## src/rtl/match_seq_pkg.sv

```systemverilog
// Shared types, select constants and result-word helper for the match sequencer.
package match_seq_pkg;

  // Upper bound on the packed result width handled by res_word().
  localparam int unsigned RES_MAX_BITS = 1024;

  typedef enum logic [2:0] {
    ST_IDLE     = 3'd0,
    ST_TEMP     = 3'd1,
    ST_WIND     = 3'd2,
    ST_WAIT_RES = 3'd3,
    ST_WRITE    = 3'd4,
    ST_DONE     = 3'd5,
    ST_ERR      = 3'd6
  } state_e;

  localparam logic MEM_RD       = 1'b0;
  localparam logic MEM_WR       = 1'b1;
  localparam logic SEL_TEMPLATE = 1'b0;
  localparam logic SEL_WINDOW   = 1'b1;

  // Word k (32 bits) of a packed result, word 0 at the LSBs.
  function automatic logic [31:0] res_word(input logic [RES_MAX_BITS-1:0] res,
                                           input int unsigned k);
    logic [RES_MAX_BITS-1:0] sh;
    sh = res >> (32 * k);
    return sh[31:0];
  endfunction

endpackage

```

## src/rtl/match_seq_counter.sv

```systemverilog
// Clear/enable up-counter; clear has priority over enable.
module match_seq_counter #(
  parameter int unsigned W = 8
) (
  input  logic         clk,
  input  logic         rst,
  input  logic         clr_i,
  input  logic         en_i,
  output logic [W-1:0] cnt_o
);

  logic [W-1:0] cnt_q;

  // Count register.
  always_ff @(posedge clk or posedge rst) begin
    if (rst)        cnt_q <= '0;
    else if (clr_i) cnt_q <= '0;
    else if (en_i)  cnt_q <= cnt_q + W'(1);
  end

  assign cnt_o = cnt_q;

endmodule

```

## src/rtl/match_sequencer.sv

```systemverilog
// Frame sequencer: template fetch, window fetch, NCC result wait, result write-back.
// Optional watchdog with ERR state enabled by defining MATCH_SEQ_TIMEOUT_EN.
module match_sequencer
  import match_seq_pkg::*;
#(
  parameter  int unsigned NUM_SETS    = 150,
  parameter  int unsigned RES_WORDS   = 3,
  parameter  int unsigned NCC_W       = 64,
  parameter  int unsigned IDX_W       = 13,
  parameter  int unsigned ADDR_W      = 7,
  parameter  int unsigned TIMEOUT_CYC = 4096,
  localparam int unsigned CNT_W       = $clog2(NUM_SETS + 1),
  localparam int unsigned WI_W        = (RES_WORDS > 1) ? $clog2(RES_WORDS) : 1
) (
  input  logic              clk,
  input  logic              rst,
  input  logic              start,
  input  logic              abort,
  output logic              tmpl_en,
  input  logic [ADDR_W-1:0] tmpl_row,
  input  logic [ADDR_W-1:0] tmpl_col,
  input  logic              tmpl_done,
  output logic              win_en,
  input  logic [ADDR_W-1:0] win_row,
  input  logic [ADDR_W-1:0] win_col,
  input  logic              win_done,
  input  logic              res_valid,
  input  logic [NCC_W-1:0]  res_ncc,
  input  logic [IDX_W-1:0]  res_idx,
  output logic              mem_req,
  input  logic              mem_gnt,
  output logic              mem_rd_wr,
  output logic              mem_tem_win,
  output logic [ADDR_W-1:0] mem_row,
  output logic [ADDR_W-1:0] mem_col,
  output logic [31:0]       mem_wdata,
  output logic [WI_W-1:0]   mem_wr_index,
  output logic [CNT_W-1:0]  set_count,
  output logic              set_done,
  output logic              busy,
  output logic              timeout_err
);

  localparam int unsigned RES_BITS = 32 * RES_WORDS;
  localparam int unsigned PAD_W    = RES_BITS - NCC_W - IDX_W;

  if (NCC_W + IDX_W > RES_BITS) begin : g_bad_res_width
    $error("match_sequencer: NCC_W+IDX_W exceeds 32*RES_WORDS");
  end
  if (RES_BITS > RES_MAX_BITS) begin : g_bad_res_max
    $error("match_sequencer: RES_WORDS too large for res_word()");
  end
  if (NUM_SETS < 1 || TIMEOUT_CYC < 1) begin : g_bad_counts
    $error("match_sequencer: NUM_SETS and TIMEOUT_CYC must be >= 1");
  end

  state_e              state_q, state_d;
  logic [WI_W-1:0]     k_q, k_d;
  logic [RES_BITS-1:0] res_q, res_d;
  logic                set_inc, set_clr;
  logic [RES_BITS-1:0] res_packed;

  // Result layout: {ncc, idx, zero pad}, word 0 in the LSBs.
  assign res_packed = RES_BITS'({res_ncc, res_idx}) << PAD_W;

  // Sets completed in the current frame.
  match_seq_counter #(.W(CNT_W)) u_set_cnt (
    .clk   (clk),
    .rst   (rst),
    .clr_i (set_clr),
    .en_i  (set_inc),
    .cnt_o (set_count)
  );

`ifdef MATCH_SEQ_TIMEOUT_EN
  localparam int unsigned WD_W = $clog2(TIMEOUT_CYC + 1);

  logic            wd_en, wd_hit;
  logic [WD_W-1:0] wd_cnt;

  // Watchdog runs while waiting on a handler, the result or a grant.
  always_comb begin
    wd_en  = (state_q == ST_TEMP) || (state_q == ST_WIND) || (state_q == ST_WAIT_RES) ||
             ((state_q == ST_WRITE) && !mem_gnt);
    wd_hit = wd_en && (wd_cnt == WD_W'(TIMEOUT_CYC - 1));
  end

  // Watchdog counter restarts on every state change.
  match_seq_counter #(.W(WD_W)) u_wd_cnt (
    .clk   (clk),
    .rst   (rst),
    .clr_i (state_d != state_q),
    .en_i  (wd_en),
    .cnt_o (wd_cnt)
  );
`endif

  // State, write-word index and result registers.
  always_ff @(posedge clk or posedge rst) begin
    if (rst) begin
      state_q <= ST_IDLE;
      k_q     <= '0;
      res_q   <= '0;
    end else begin
      state_q <= state_d;
      k_q     <= k_d;
      res_q   <= res_d;
    end
  end

  // Next-state logic and Moore output decode.
  always_comb begin
    state_d      = state_q;
    k_d          = k_q;
    res_d        = res_q;
    set_inc      = 1'b0;
    set_clr      = 1'b0;
    tmpl_en      = 1'b0;
    win_en       = 1'b0;
    mem_req      = 1'b0;
    mem_rd_wr    = MEM_RD;
    mem_tem_win  = SEL_TEMPLATE;
    mem_row      = '0;
    mem_col      = '0;
    mem_wdata    = '0;
    mem_wr_index = '0;
    set_done     = 1'b0;
    timeout_err  = 1'b0;
    busy         = (state_q != ST_IDLE);

    case (state_q)
      ST_IDLE: begin
        set_clr = 1'b1;
        if (start && !abort) state_d = ST_TEMP;
      end
      ST_TEMP: begin
        tmpl_en     = 1'b1;
        mem_req     = 1'b1;
        mem_tem_win = SEL_TEMPLATE;
        mem_row     = tmpl_row;
        mem_col     = tmpl_col;
        if (tmpl_done) state_d = ST_WIND;
      end
      ST_WIND: begin
        win_en      = 1'b1;
        mem_req     = 1'b1;
        mem_tem_win = SEL_WINDOW;
        mem_row     = win_row;
        mem_col     = win_col;
        if (win_done) begin
          if (res_valid) begin
            res_d   = res_packed;
            state_d = ST_WRITE;
          end else begin
            state_d = ST_WAIT_RES;
          end
        end
      end
      ST_WAIT_RES: begin
        if (res_valid) begin
          res_d   = res_packed;
          state_d = ST_WRITE;
        end
      end
      ST_WRITE: begin
        mem_req      = 1'b1;
        mem_rd_wr    = MEM_WR;
        mem_wr_index = k_q;
        mem_wdata    = res_word(RES_MAX_BITS'(res_q), 32'(k_q));
        if (mem_gnt) begin
          if (k_q == WI_W'(RES_WORDS - 1)) begin
            k_d     = '0;
            set_inc = 1'b1;
            state_d = (set_count == CNT_W'(NUM_SETS - 1)) ? ST_DONE : ST_TEMP;
          end else begin
            k_d = k_q + WI_W'(1);
          end
        end
      end
      ST_DONE: begin
        set_done = 1'b1;
        set_clr  = 1'b1;
        state_d  = ST_IDLE;
      end
`ifdef MATCH_SEQ_TIMEOUT_EN
      ST_ERR: begin
        timeout_err = 1'b1;
      end
`endif
      default: state_d = ST_IDLE;
    endcase

`ifdef MATCH_SEQ_TIMEOUT_EN
    // A stalled wait escalates to ERR; only abort or reset leaves it.
    if (wd_hit) begin
      state_d = ST_ERR;
      k_d     = k_q;
      res_d   = res_q;
      set_inc = 1'b0;
    end
`endif

    // Abort outranks every other event in the same cycle.
    if (abort && (state_q != ST_IDLE)) begin
      state_d = ST_IDLE;
      k_d     = '0;
      res_d   = res_q;
      set_inc = 1'b0;
      set_clr = 1'b1;
    end
  end

endmodule

```

## config.mk

```make
export PLATFORM = sky130hd
export DESIGN_NAME = match_sequencer
export DESIGN_NICKNAME = d
export VERILOG_FILES = /design/src/rtl/match_seq_pkg.sv /design/src/rtl/match_seq_counter.sv /design/src/rtl/match_sequencer.sv
export SDC_FILE = /design/constraint.sdc
export NUM_CORES = 1
export LEC_CHECK = 0
export CORE_MARGIN = 2
export CORE_UTILIZATION = 47
export CTS_CLUSTER_SIZE = 28
export DETAILED_ROUTE_END_ITERATION = 10
export PLACE_DENSITY_LB_ADDON = 0.15
export REMOVE_ABC_BUFFERS = 1
export SLEW_MARGIN = 25
export SYNTH_ARGS = -nofsm -noshare
export SYNTH_HDL_FRONTEND = slang
export SYNTH_HIERARCHICAL = 1
export SYNTH_SLANG_ARGS = --single-unit
```

## constraint.sdc

```tcl
create_clock -name clk -period 5.3 [get_ports clk]
set_input_delay 1.06 -clock clk [delete_from_list [all_inputs] [get_ports clk]]
set_output_delay 1.06 -clock clk [all_outputs]
set_load 0.01 [all_outputs]
```

---- Word-level counts from Yosys, hierarchy flattened ----
Index checks and enable logic that the tools add are counted.
word-level totals
  bits in registers ....................... 109
  input port bits ......................... 113
  output and inout port bits .............. 64
cells by class
  add/sub/neg operators ................... 2
  equality and inequality tests ........... 14
  shifts and indexed selects .............. 1
  mux-type cells .......................... 34
  bitwise gates (word level) .............. 1
  reductions and logical operators ........ 14
operator list
  kind                   number
  $mux W96               2
  $pmux W96 S2           1
  $shr A96 B7 Y32        1
  $mux W32               1
  $pmux W7 S2            2
  $mux W3                9
  $ne A3 B3 Y1 const B   6
  $mux W8                2
  $pmux W3 S5            1
  $mux W1                11
  $mux W2                5
  $add A8 B1 Y8 const B  1
  $eq A8 B8 Y1 const B   1
  $reduce_bool A2 Y1     4
  $eq A3 B2 Y1 const B   2
  $eq A3 B3 Y1 const B   2
  $reduce_and A6 Y1      1
  $eq A3 B1 Y1 const B   1
  $logic_not A3 Y1       1
  $reduce_and A3 Y1      1
  $reduce_bool A3 Y1     1
  $reduce_or A3 Y1       1
  $add A2 B1 Y2 const B  1
  $eq A2 B2 Y1 const B   1
  6 further kinds        7

---- Depth between registers and ports, before layout ----
Gate-level depths: netlist (run 1).
  depth after elaboration ................. 7
  gate-level depth with buffers ........... 8

---- Hierarchy ----
Netlist (run 1), hierarchy kept.
by module, submodules not included
  module             instances  cells each  area an instance (µm²)  seq. area each (µm²)
  match_sequencer    1          348         4081.4                  2052.0
  match_seq_counter  1          38          400.4                   200.2

---- Worst setup path after synthesis (run 1) ----
Ideal clock, no wire load.
  path kind ............................... register to output
  start ................................... reg k_q[0]
  end ..................................... out mem_wdata[10]
  data arrival time ....................... 1.534 ns
  slack ................................... 2.706 ns
  cell stages (with the launch flop) ...... 7
  cells stage by stage .................... dfrtp_1 -> buf_2 -> inv_1 -> nor2_1 -> clkbuf_1 -> a22oi_1 -> nor2_1
between the ends
  cells in the longest elaborated chain, start to end .. 2
RTL lines
  element                 line                    text
  start, declared         match_sequencer.sv:58   logic [WI_W-1:0] k_q, k_d;
  start signal, assigned  match_sequencer.sv:106  k_q <= k_d;
  $shr A96 B7 Y32         match_seq_pkg.sv:26     sh = res >> (32 * k);
  $mux W32                match_sequencer.sv:131  case (state_q)
  end, declared           match_sequencer.sv:36   output logic [31:0] mem_wdata,
Every way passes these cells.

---- Worst setup path after layout (run 1) ----
  start ................................... reg k_q[0]
  end ..................................... out mem_wdata[2]
The elaborated chain is that of the path after synthesis.

==> flow_summary_export.csv, run 1 <==
group,metric,value,unit
cells_and_area,drive_above_1_share,0.189,
cells_and_area,antenna_cells,0,
setup_path,r2r_setup_slack,2.79,ns
synthesis,netlist_area,4480,um^2
clock_tree,clockBufferDepth,2,
global_routing,grt_start_max_net_pins,78,
cells_and_area,area_growth,44.8,%
worst_hold_path,min_path_type,"reg -> reg",
synthesis,synth_largest_type_area_fraction,0.503,
timing,finalCritPeriodShare,0.796,
synthesis,synth-seq-area-share,0.503,
timing,tightestPinTransition,0.998,ns
timing,slew_headroom,0.334,
cells_and_area,multiInputGateArea,2060,um^2
synthesis,synth_cell_type_count,47,
timing,setup_violations,0,
pwr,share_comb_of_total_power,0.389,
placed_design,portBuffers,175,
global_routing,track_usage,0.220,
timing,rsz0062_at_grt,"no",
cells_and_area,regArea,2250,um^2
pwr,p_sw,857,uW
pwr,sw_frac_of_total,0.331,
setup_path,start_kind,"flop",
pwr,ir_drop,0.198,mV
pwr,p_per_area,399,nW/um^2
die,die-area,10300,um^2
setup_path,end_kind,"output port",
die,die_y,102,um
clock_tree,cts_num_sinks,90,
synthesis,synth_area_per_cell,11.6,um^2
clock_tree,cts-root-buf,"clkbuf_8",
placed_design,dp_cells,664,
clock_tree,cts_tree,"done",
placed_design,gp_congestion,0.843,
cells_and_area,num-fill-cells,690,
setup_path,worst-r2r-cell-count,4,
synthesis,synth_common_cells,"dfrtp_1, mux2_2, nor2_1",
global_routing,grt_first_pass_wirelength,17.6,mm
worst_hold_path,hold_depth,1,
die,die_w,102,um
clock_tree,htreeDepth,3,
pwr,power.total,2.59,mW
setup_path,reg2reg_from,"state_q[1]$_DFFE_PP0P_",
clock_tree,cts_resized,0,
pwr,power_frac_seq,0.426,
pwr,p_int,1.73,mW
timing,hold_viol,0,
cells_and_area,final_cells,680,
synthesis,synthArstFlopShare,1.00,
drt,drc_errors,0,
cells_and_area,fin_nets,660,
global_routing,grt_overflow,0,
worst_hold_path,whs_endpoint,"res_q[93]$_DFFE_PP0P_",
timing,clock_skew,0.0132,ns
synthesis,yosysWarnings,6,
drt,first_iter_violations,124,
worst_hold_path,hp-start,"res_q[93]$_DFFE_PP0P_",
drt,wl_per_cell,16.8,um
synthesis,synth.largest_area_cell,"dfrtp_1",
synthesis,ys_ff_latch,90,
die,fp.coreArea,9240,um^2
cells_and_area,post-route-util,0.702,
clock_tree,cts_made_buffers,9,
drt,ant_nets,0,
clock_tree,post_cts_buffers,0,
drt,firstDrtPassIters,4,
synthesis,postSynthCellCount,386,
setup_path,critPathKind,"reg -> out",
global_routing,antenna_found_initial,0,
synthesis,synth_ff_type,"dfrtp_1",
timing,timing.hold.ws,0.508,ns
setup_path,path_buf_inv,3,
setup_path,critPathArrivalTime,3.16,ns
job,max_cap_violations,0,
die,ios,177,
timing,setup_slack,1.08,ns
global_routing,grt_pass1_vias,3603,
synthesis,synth-edff-count,0,
setup_path,critPathSlowestCell,"dfrtp_1",
pwr,leakagePower,2.68,nW
placed_design,hpwl,8.08,mm
timing,drv_slew,0,
synthesis,synthTopCellsByArea,"dfrtp_1, mux2_2, nor2_1",
drt,num_vias,3623,
setup_path,cpPeakStageDelay,0.77,ns
setup_path,reg2reg_to,"res_q[59]$_DFFE_PP0P_",
die,placementRows,35,
setup_path,crit_chain,"inv_1, nor2_2, buf_4, a22oi_1, nor2_1, clkdlybuf4s50_1",
outcome,status,"finished, final reports clean",
drt,wirelength,11.4,mm
clock_tree,path_clk_slew,0.09,ns
pwr,p_clk_frac,0.185,
die,start_util,0.485,
timing,max_freq,0.237,GHz
synthesis,synth.most_common_cell,"dfrtp_1",
clock_tree,hold_buffers,0,
timing,fin_crit,4.22,ns
placed_design,dp_slack,1.47,ns
clock_tree,clock_latency,0.35,ns
setup_path,cp_max_fo,20,
setup_path,cp.required,4.24,ns
setup_path,cpLargestDelayFamily,"buffers and inverters",
drt,vias_per_cell,5.33,
==> cell families after synthesis <==
group | count (synthesis) | synth area share
adder cells (fa/ha/maj) | 1 | 0.00279
flip-flops | 90 | 0.503
buffers and inverters | 37 | 0.0424
AND/OR/NAND/NOR | 90 | 0.0958
AO/OA/AOI/OAI | 68 | 0.113
other | 1 | 0.000837
XOR/XNOR | 5 | 0.00977
multiplexers | 94 | 0.233
==> final cells by class <==
cell class	instances	area share
Multi-Input combinational cell	259	0.317
Clock inverter	5	0.00964
Sequential cell	90	0.347
Clock buffer	11	0.0218
Timing Repair Buffer	180	0.276
Inverter	6	0.00424
Tap cell	129	0.0249
==> placed cells by master (no fill, tap or decap), types with 2 or more instances in the layout <==
| master | instances |
|---|---|
| xor2_1 | 3 |
| nand4_1 | 3 |
| clkinvlp_4 | 2 |
| nor2_2 | 2 |
| mux2i_1 | 15 |
| o21ai_0 | 5 |
| a22o_1 | 16 |
| inv_1 | 5 |
| nand2b_1 | 2 |
| nand3_1 | 2 |
| clkbuf_8 | 10 |
| mux2_1 | 3 |
| xnor2_1 | 2 |
| a22oi_1 | 19 |
| dfrtp_1 | 90 |
| nand2_1 | 10 |
| nor2_1 | 54 |
| clkdlybuf4s50_1 | 175 |
| mux2_2 | 75 |
| clkinv_4 | 2 |
| buf_4 | 5 |
| or3_1 | 4 |
| a21oi_1 | 16 |
| o22a_1 | 4 |
==> flip-flops by register name (all words and copies together) (netlist names) <==
| signal | flops |
|---|---|
| state_q | 3 |
| k_q | 2 |
| res_q | 77 |
| u_set_cnt/cnt_o | 8 |
==> routing by layer <==
metal | wire length (um) | global-route usage | up-vias
met3 | 953 | 0.0718 | 5
li1 | - | - | 1704
met5 | 0 | 0 | -
met4 | 61 | 0.0509 | 0
met2 | 5620 | 0.376 | 141
met1 | 4800 | 0.272 | 1773
==> worst max path at each step <==
stage | startpoint | to | slack [ns] | depth (start not counted)
global placement | k_q[0]$_DFFE_PP0P_ | mem_wdata[6] | 1.57 | 6
detailed placement | k_q[0]$_DFFE_PP0P_ | mem_wdata[2] | 1.47 | 6
finish | k_q[0]$_DFFE_PP0P_ | mem_wdata[2] | 1.08 | 6
CTS | k_q[0]$_DFFE_PP0P_ | mem_wdata[2] | 1.07 | 6
global route | k_q[0]$_DFFE_PP0P_ | mem_wdata[5] | 0.86 | 6
floorplan | win_done | res_q[19]$_DFFE_PP0P_ | -0.72 | 3
==> stage by stage <==
stage	instance area, um^2	setup TNS, ns
4_1_cts	6490	0
3_5_place_dp	6280	0
5_1_grt	6490	0
6_report	6490	0
2_1_floorplan	4310	-54.91
3_3_place_gp	6280	0
==> power by group through the flow <==
stage,combinational (mW),sequential (mW),clock (mW)
after floorplan,0.608,1.07,0
after global placement,0.993,1.10,0
after detailed placement,1.01,1.12,0
after CTS,1.02,1.10,0.487
after global routing,1.11,1.14,0.517
final,1.01,1.10,0.478
(Power assumes the default switching activity.)
==> run 2: changes to the inputs <==
--- a/config.mk
+++ b/config.mk
@@ -6,7 +6,7 @@
 export NUM_CORES = 1
 export LEC_CHECK = 0
 export CORE_MARGIN = 2
-export CORE_UTILIZATION = 47
+export CORE_UTILIZATION = 44
 export CTS_CLUSTER_SIZE = 28
 export DETAILED_ROUTE_END_ITERATION = 10
 export PLACE_DENSITY_LB_ADDON = 0.15
==> constraint.sdc (replaced) <==
create_clock -name clk -period 4.2 [get_ports clk]
set_input_delay 0.84 -clock clk [delete_from_list [all_inputs] [get_ports clk]]
set_output_delay 0.84 -clock clk [all_outputs]
set_load 0.01 [all_outputs]
==> flow_summary_export.csv, run 2 (synthesized netlist as in run 1, its figures left out) <==
group,metric,value,unit
outcome,status,"finished, final reports clean",
setup_path,critPathKind,"reg -> out",
timing,rsz0062_at_grt,"no",
placed_design,hpwl,8.61,mm
die,die_y,105,um
global_routing,track_usage,0.216,
setup_path,worst-r2r-cell-count,5,
setup_path,critPathSlowestCell,"or3b_1",
cells_and_area,finish.instance_area,6530,um^2
setup_path,crit_chain,"or3b_1, buf_4, nor2_1, clkdlybuf4s50_1",
setup_path,cp_max_fo,19,
timing,setup_slack,0.664,ns
drt,num_vias,3703,
timing,slew_headroom,0.503,
cells_and_area,largest_register,"res_q",
clock_tree,cts_made_buffers,9,
placed_design,dp_cells,673,
global_routing,grt_overflow,0,
pwr,power.total,3.29,mW
cells_and_area,antenna_cells,0,
clock_tree,cts_resized,0,
timing,fin_crit,3.54,ns
die,fp.coreArea,9820,um^2
cells_and_area,area_growth,45.7,%
global_routing,grt_first_pass_wirelength,19.0,mm
clock_tree,cts_num_sinks,90,
placed_design,gp_congestion,0.854,
clock_tree,post_cts_buffers,0,
pwr,p_clk_frac,0.182,
clock_tree,cts_tree,"done",
clock_tree,path_clk_slew,0.08,ns
cells_and_area,layout_commonest_cell,"clkdlybuf4s50_1",
setup_path,end_kind,"output port",
drt,wl_per_cell,16.9,um
die,ios,177,
cells_and_area,largest_register_ffs,77,
placed_design,dpl_cell_area,6320,um^2
clock_tree,clockBufferDepth,2,
pwr,p_sw,1.09,mW
drt,vias_per_cell,5.37,
worst_hold_path,hold_depth,1,
pwr,p_per_area,504,nW/um^2
die,die_w,105,um
cells_and_area,final_cells,689,
drt,firstDrtPassIters,4,
job,max_cap_violations,0,
clock_tree,cts-root-buf,"clkbuf_8",
drt,first_iter_violations,156,
placed_design,dp_slack,1.02,ns
pwr,sw_frac_of_total,0.331,
timing,drv_slew,0,
global_routing,antenna_found_initial,0,
die,placementRows,36,
clock_tree,hold_buffers,0,
cells_and_area,num-fill-cells,814,
cells_and_area,layout_common_cells,"clkdlybuf4s50_1, dfrtp_1, mux2_2, nor2_1, a22oi_1",
clock_tree,htreeDepth,3,
worst_hold_path,min_path_type,"reg -> reg",
setup_path,critPathArrivalTime,2.70,ns
pwr,power_frac_seq,0.418,
timing,setup_violations,0,
global_routing,grt_start_max_net_pins,59,
die,die-area,11000,um^2
pwr,leakagePower,2.71,nW
drt,wirelength,11.7,mm
pwr,share_comb_of_total_power,0.399,
setup_path,start_kind,"flop",
timing,tightestPinTransition,0.746,ns
drt,ant_nets,0,
cells_and_area,drive_above_1_share,0.194,
timing,finalCritPeriodShare,0.842,
placed_design,portBuffers,175,
die,start_util,0.456,
global_routing,grt_pass1_vias,3755,
clock_tree,clock_latency,0.35,ns
drt,drc_errors,0,
pwr,p_int,2.20,mW
cells_and_area,fin_nets,665,
pwr,ir_drop,0.234,mV
timing,max_freq,0.283,GHz
timing,hold_viol,0,
setup_path,cpPeakStageDelay,0.71,ns
setup_path,cp.required,3.36,ns
timing,clock_skew,0.0115,ns
cells_and_area,post-route-util,0.665,
-- run 2: changes by cell type in the layout (fill, tap and decap cells not counted), sizes merged --
cell and delta:
buf +5, clkinvlp -1, inv +1
-- run 2: path summary, 6_finish.rpt --
check / endpoint / slack, ns / start
worst max-delay path: mem_wr_index[0] / 0.66 / state_q[2]$_DFFE_PP0P_
worst min-delay path: res_q[93]$_DFFE_PP0P_ / 0.50 / res_q[93]$_DFFE_PP0P_
worst max register to register: state_q[0]$_DFFE_PP0P_ / 1.69 / state_q[2]$_DFFE_PP0P_
worst min register to register: res_q[93]$_DFFE_PP0P_ / 0.50 / res_q[93]$_DFFE_PP0P_
max in group asynchronous: res_q[46]$_DFFE_PP0P_ / 2.54 / rst
min in group asynchronous: u_set_cnt/cnt_o[5]$_DFFE_PP0P_ / 0.79 / rst
-- run 2: final cells by class --
class                   instances  area [um^2]  area share
flip-flops and latches         90         2250       0.345
multi-input cells             259         2060       0.315
well taps                     133          166      0.0255
clock inverters                 5         60.1     0.00920
clock buffers                  11          141      0.0217
repair buffers                185         1830       0.280
inverters                       6         23.8     0.00364
-- run 2: metrics by stage --
stage	TNS [ns]	hold slack, ns
2_1_floorplan	-122.67	0.458
3_3_place_gp	0	0.470
3_5_place_dp	0	0.479
4_1_cts	0	0.498
5_1_grt	0	0.507
6_report	0	0.496
-- run 2: power by group through the flow --
| stage | clock, mW | sequential [mW] | combinational (mW) |
|---|---|---|---|
| 6_report | 0.601 | 1.38 | 1.31 |
| 5_1_grt | 0.660 | 1.42 | 1.43 |
| 3_3_place_gp | 0 | 1.37 | 1.29 |
| 3_5_place_dp | 0 | 1.39 | 1.32 |
| 2_1_floorplan | 0 | 1.35 | 0.767 |
| 4_1_cts | 0.619 | 1.37 | 1.33 |
-- run 2: routing by layer --
metal,part of all wire,up-vias,track usage
met5,0,-,0
met4,0.017,0,0.0695
met3,0.069,20,0.0536
met2,0.51,158,0.380
met1,0.41,1817,0.259
li1,-,1708,-
-- run 2: critical path, delay by kind of cell (launching register included) --
| kind | cells | cell delay (ns) |
|---|---|---|
| buffers and inverters | 2 | 0.90 |
| and+or+nand+nor | 2 | 0.86 |
| DFF | 1 | 0.59 |
